--- config.mk ---
export PLATFORM = sky130hd
export DESIGN_NAME = waveform_capture
export DESIGN_NICKNAME = d
export VERILOG_FILES = /design/src/rtl/waveform_capture.sv
export SDC_FILE = /design/constraint.sdc
export NUM_CORES = 1
export LEC_CHECK = 0
export CAP_MARGIN = 0
export CORE_ASPECT_RATIO = 0.75
export CORE_MARGIN = 5
export CORE_UTILIZATION = 29
export DETAILED_ROUTE_END_ITERATION = 8
export GPL_ROUTABILITY_DRIVEN = 1
export PLACE_DENSITY = 0.51
export SETUP_SLACK_MARGIN = 0.2
export SYNTH_ARGS = -nofsm -noshare
export SYNTH_HDL_FRONTEND = slang
export SYNTH_SLANG_ARGS = --single-unit
--- constraint.sdc ---
create_clock -name clk -period 4.99 [get_ports clk]
set_input_delay 0.7485 -clock clk [delete_from_list [all_inputs] [get_ports clk]]
set_output_delay 0.7485 -clock clk [all_outputs]
set_load 0.005 [all_outputs]
--- src/rtl/waveform_capture.sv ---
// Capture controller in front of the ADC ring buffer: keeps the buffer filling,
// triggers on a threshold crossing or external pulse, then streams the window out.
module waveform_capture #(
  parameter int SIZE  = 8,
  parameter int WIDTH = 14,
  parameter int PRE   = 16,
  parameter int POST  = 48
) (
  input  logic             clk,
  input  logic             rst,
  input  logic [WIDTH-1:0] adc_in,
  input  logic [WIDTH-1:0] threshold,
  input  logic             ext_trig,
  input  logic [SIZE-1:0]  rb_aout,
  input  logic [WIDTH-1:0] rb_dout,
  output logic             rb_wr_en,
  output logic             rb_rd_en,
  output logic [SIZE-1:0]  rb_ain,
  output logic [WIDTH-1:0] out_data,
  output logic             out_valid,
  input  logic             out_ready,
  output logic             out_first,
  output logic             out_last,
  output logic             busy,
  output logic [15:0]      trig_count
);

  // state   | meaning
  // S_FILL  | writing, waiting for PRE fresh samples
  // S_ARMED | writing, watching for a trigger
  // S_POST  | writing the remaining post-trigger samples
  // S_READ  | writes frozen, window streamed out oldest first
  typedef enum logic [1:0] {S_FILL, S_ARMED, S_POST, S_READ} state_t;

  localparam int CW = SIZE + 1;
  localparam logic [CW-1:0]   PRE_LD  = CW'(PRE);
  localparam logic [CW-1:0]   POST_LD = CW'(POST - 1);
  localparam logic [CW-1:0]   WIN_LD  = CW'(PRE + POST);
  localparam logic [SIZE-1:0] PRE_OFS = SIZE'(PRE);

  state_t            state, state_nxt;
  logic [CW-1:0]     fill_cnt;
  logic [CW-1:0]     post_cnt;
  logic [CW-1:0]     win_cnt;
  logic [SIZE-1:0]   rd_ptr;
  logic [WIDTH-1:0]  prev_sample;
  logic              crossing;
  logic              trig;
  logic              load;
  logic              last_accept;

  assign crossing    = (adc_in > threshold) && (prev_sample <= threshold);
  assign trig        = (state == S_ARMED) && (ext_trig || crossing);
  assign load        = (state == S_READ) && (win_cnt != '0) && (!out_valid || out_ready);
  assign last_accept = out_valid && out_ready && out_last;

  always_comb begin
    state_nxt = state;
    rb_wr_en  = 1'b1;
    rb_rd_en  = 1'b0;
    rb_ain    = '0;
    busy      = 1'b0;
    case (state)
      S_FILL: begin
        if (fill_cnt <= CW'(1)) state_nxt = S_ARMED;
      end
      S_ARMED: begin
        if (trig) state_nxt = (POST == 1) ? S_READ : S_POST;
      end
      S_POST: begin
        busy = 1'b1;
        if (post_cnt <= CW'(1)) state_nxt = S_READ;
      end
      S_READ: begin
        busy     = 1'b1;
        rb_wr_en = 1'b0;
        rb_rd_en = 1'b1;
        rb_ain   = rd_ptr;
        if (last_accept) state_nxt = S_FILL;
      end
      default: state_nxt = S_FILL;
    endcase
  end

  always_ff @(posedge clk) begin
    if (rst) begin
      state       <= S_FILL;
      fill_cnt    <= PRE_LD;
      post_cnt    <= '0;
      win_cnt     <= '0;
      rd_ptr      <= '0;
      prev_sample <= '1;
      trig_count  <= '0;
      out_data    <= '0;
      out_valid   <= 1'b0;
      out_first   <= 1'b0;
      out_last    <= 1'b0;
    end else begin
      state <= state_nxt;
      if (rb_wr_en) prev_sample <= adc_in;

      case (state)
        S_FILL: begin
          if (fill_cnt != '0) fill_cnt <= fill_cnt - CW'(1);
        end
        S_ARMED: begin
          if (trig) begin
            // window starts PRE samples before the trigger sample's address
            rd_ptr     <= rb_aout - PRE_OFS;
            trig_count <= trig_count + 16'd1;
            post_cnt   <= POST_LD;
            win_cnt    <= WIN_LD;
          end
        end
        S_POST: begin
          post_cnt <= post_cnt - CW'(1);
        end
        S_READ: begin
          if (load) begin
            rd_ptr  <= rd_ptr + SIZE'(1);
            win_cnt <= win_cnt - CW'(1);
          end
          if (last_accept) fill_cnt <= PRE_LD;
        end
        default: ;
      endcase

      if (load) begin
        out_data  <= rb_dout;
        out_valid <= 1'b1;
        out_first <= (win_cnt == WIN_LD);
        out_last  <= (win_cnt == CW'(1));
      end else if (out_ready) begin
        out_valid <= 1'b0;
      end
    end
  end

endmodule

==> results.sh <==
export IMPL_status="completed"
export IMPL_maxSlewViolCount=0
export IMPL_worstSetupEndpointType="flop"
export IMPL_synth_cells=588
export IMPL_pin_count=98
export IMPL_clock_root_buffer="clkbuf_16"
export IMPL_via_per_inst=5.05
export IMPL_fin_ws_ns=1.32
export IMPL_worst_setup_path_start_kind="input port"
export IMPL_die_w_um=159
export IMPL_seqPwrFrac=0.367
export IMPL_cp_max_fo=29
export IMPL_ys_ff_latch=84
export IMPL_h_tree_depth=3
export IMPL_clock_sinks=84
export IMPL_setup_viol=0
export IMPL_grt_pass1_vias=4495
export IMPL_fin_area_sq_mm=0.00624
export IMPL_fin_setup_tns_ns=0
export IMPL_vdd_drop_max_v=0.000192
export IMPL_pwr_share_clk=0.289
export IMPL_wl_um=12700
export IMPL_numPortBuffers=97
export IMPL_antenna_found_initial=0
export IMPL_clkTransAtPathRegs_ns=0.06
export IMPL_holdBufCountCts=0
export IMPL_grt_util_all_layers=0.131
export IMPL_cts_tree="done"
export IMPL_pwr_share_comb=0.344
export IMPL_numCtsBuffers=9
export IMPL_hold_path_depth=2
export IMPL_post_dp_cell_area_sq_mm=0.00594
export IMPL_grt_max_degree=70
export IMPL_ys_seq_area_frac=0.350
export IMPL_max_cap_violations=0
export IMPL_reg2reg_setup_slack_ns=1.80
export IMPL_power_leakage_nw=2.33
export IMPL_via_count=4477
export IMPL_cts_resized_gates=0
export IMPL_chipHeight_um=122
export IMPL_nFillCells=1651
export IMPL_async_reset_ff_frac=0
export IMPL_worstMarginPinSlew_ns=1.11
export IMPL_synth_cell_types=58
export IMPL_drive_above_1_share=0.0518
export IMPL_syn_avg_cell_area_sq_um=8.18
export IMPL_syn_area_sq_mm=0.00481
export IMPL_rsz0062_at_grt="false"
export IMPL_globalRouteOverflowTotal=0
export IMPL_dpl_hpwl_um=9270
export IMPL_place_congestion=0.818
export IMPL_die_area_sq_mm=0.0193
export IMPL_synth_edf_count=0
export IMPL_synth_ff_type="dfxtp_1"
export IMPL_internal_power_mw=1.51
export IMPL_diodes=0
export IMPL_layout_min_cycle_time_ns=3.67
export IMPL_rows=40
export IMPL_start_util=0.298
export IMPL_core_area_sq_mm=0.0162
export IMPL_nets=767
export IMPL_min_delay_path_class="flop to flop"
export IMPL_fmax_ghz=0.273
export IMPL_clock_skew_ns=0.00717
export IMPL_p_per_area_mw_per_mm2=373
export IMPL_drc_errors=0
export IMPL_grt_pass1_wl_um=21400
export IMPL_dp_slack_ns=1.01
export IMPL_drt_first_pass_iters=4
export IMPL_clk_path_buf_depth=2
export IMPL_worstPathRequired_ns=5.19
export IMPL_p_sw_mw=0.826
export IMPL_area_growth_pct=29.8
export IMPL_fin_crit_sh=0.735
export IMPL_fin_util=0.386
export IMPL_cp_arrival_ns=3.87
export IMPL_wire_per_inst_um=14.3
export IMPL_post_cts_buffers=0
export IMPL_syn_nets=684
export IMPL_crit_type="input port to flop"
export IMPL_synth_warnings=0
export IMPL_first_iter_violations=188
export IMPL_ant_nets=0
export IMPL_sw_frac_of_total=0.354
export IMPL_finalHoldViolations=0
export IMPL_relSlewSlack=0.261
export IMPL_reg2reg_depth=9
export IMPL_clock_latency_ns=0.34
[synthesized netlist by cell type, types with 5 or more instances]
cell type  number  area share
and2_1          5      0.0065
dfxtp_1        84        0.35
a21oi_1        56       0.058
a311oi_1        6       0.011
nor3_1         21       0.022
o31ai_1        10       0.016
or3_1          10       0.013
nor4_1          9       0.012
and3_1          8       0.010
nor2_1         38       0.030
inv_1          40       0.031
mux2i_1        22       0.046
or4_1          10       0.016
clkbuf_1       21       0.016
nand3_1        22       0.023
nand4_1         9       0.012
ha_1           42        0.11
xnor2_1         5      0.0091
and4_1          5      0.0091
nand2_1        67       0.052
o21ai_0        18       0.019
nand2b_1        8       0.010
a31oi_1         5      0.0065
[worst max-delay path: stages]
cell	delay, ns
clkdlybuf4s50_1	0.46
inv_1	0.06
ha_1	0.31
a21oi_1	0.15
a21boi_0	0.10
o31ai_1	0.48
a211oi_1	0.22
a21oi_2	0.87
buf_4	0.26
xor2_1	0.15
nor2_1	0.05
[state kept, by name (all words and copies together) (netlist names)]
signal       count
rd_ptr           8
out_valid        1
prev_sample     14
out_last         1
post_cnt         9
win_cnt          9
state            2
trig_count      16
out_first        1
out_data        14
fill_cnt         9
[power groups by stage]
stage | registers [mW] | logic [mW] | clock network, mW
finish | 0.856 | 0.801 | 0.673
global route | 0.869 | 0.918 | 0.729
CTS | 0.854 | 0.804 | 0.703
detailed placement | 0.869 | 0.801 | 0
global placement | 0.863 | 0.782 | 0
floorplan | 0.841 | 0.618 | 0
[metal layers]
layer,up-vias,global-route usage,wire (um)
met1,2090,0.165,5960
met3,10,0.0304,407
li1,2303,-,-
met4,0,0.0419,153
met2,74,0.222,6160
met5,-,0,0
[logic make-up after synthesis]
family / count (synthesis) / share of synthesized area
compound gates: 137 / 0.184
xor+xnor: 8 / 0.0146
buf+inv: 70 / 0.0601
mux: 22 / 0.0458
fa+ha+maj: 42 / 0.109
flops: 84 / 0.350
simple gates: 225 / 0.236
[path summary, 6_finish.rpt]
| check | end | start |
|---|---|---|
| setup / recovery | trig_count[0] | threshold[4] |
| hold reg to reg | out_first | out_first |
| setup reg to reg | rd_ptr[2] | state[0] |
| hold / removal | out_first | out_first |
[placed cells by master, fill, tap and decap left out, types with 4 or more instances in the layout]
cell type,synthesis,layout
a211oi_1,4,4
and4_1,5,5
or4_1,10,10
ha_1,42,41
o21ai_0,18,18
nor4_1,9,9
o311ai_1,4,4
a31oi_1,5,5
nand2b_1,8,8
a311oi_1,6,6
and3_1,8,8
nand2_1,67,67
clkdlybuf4s50_1,0,96
mux2i_1,22,22
nor2_1,38,38
xnor2_1,5,5
nor3_1,21,21
buf_4,0,5
a21oi_1,56,55
or3_1,10,10
nand3_1,22,22
o31ai_1,10,10
nand4_1,9,9
inv_1,40,40
dfxtp_1,84,84
and2_1,5,5
clkbuf_16,0,9
[metrics by stage]
stage	total power [mW]	hold slack, ns	cells
floorplan	1.46	0.443	588
global placement	1.64	0.443	870
detailed placement	1.67	0.447	870
CTS	2.36	0.456	886
global route	2.52	0.477	886
finish	2.33	0.453	886
[cell type report]
type / instances / area (sq um) / area share
clock buffer: 9 / 225 / 0.0361
tap: 210 / 263 / 0.0421
timing repair buffer: 102 / 1000 / 0.161
multi-input combinational: 434 / 2850 / 0.456
sequential: 84 / 1680 / 0.269
inverter: 40 / 150 / 0.0241
clock inverter: 7 / 73.8 / 0.0118
No activity file was read; power rests on OpenSTA's default activity.
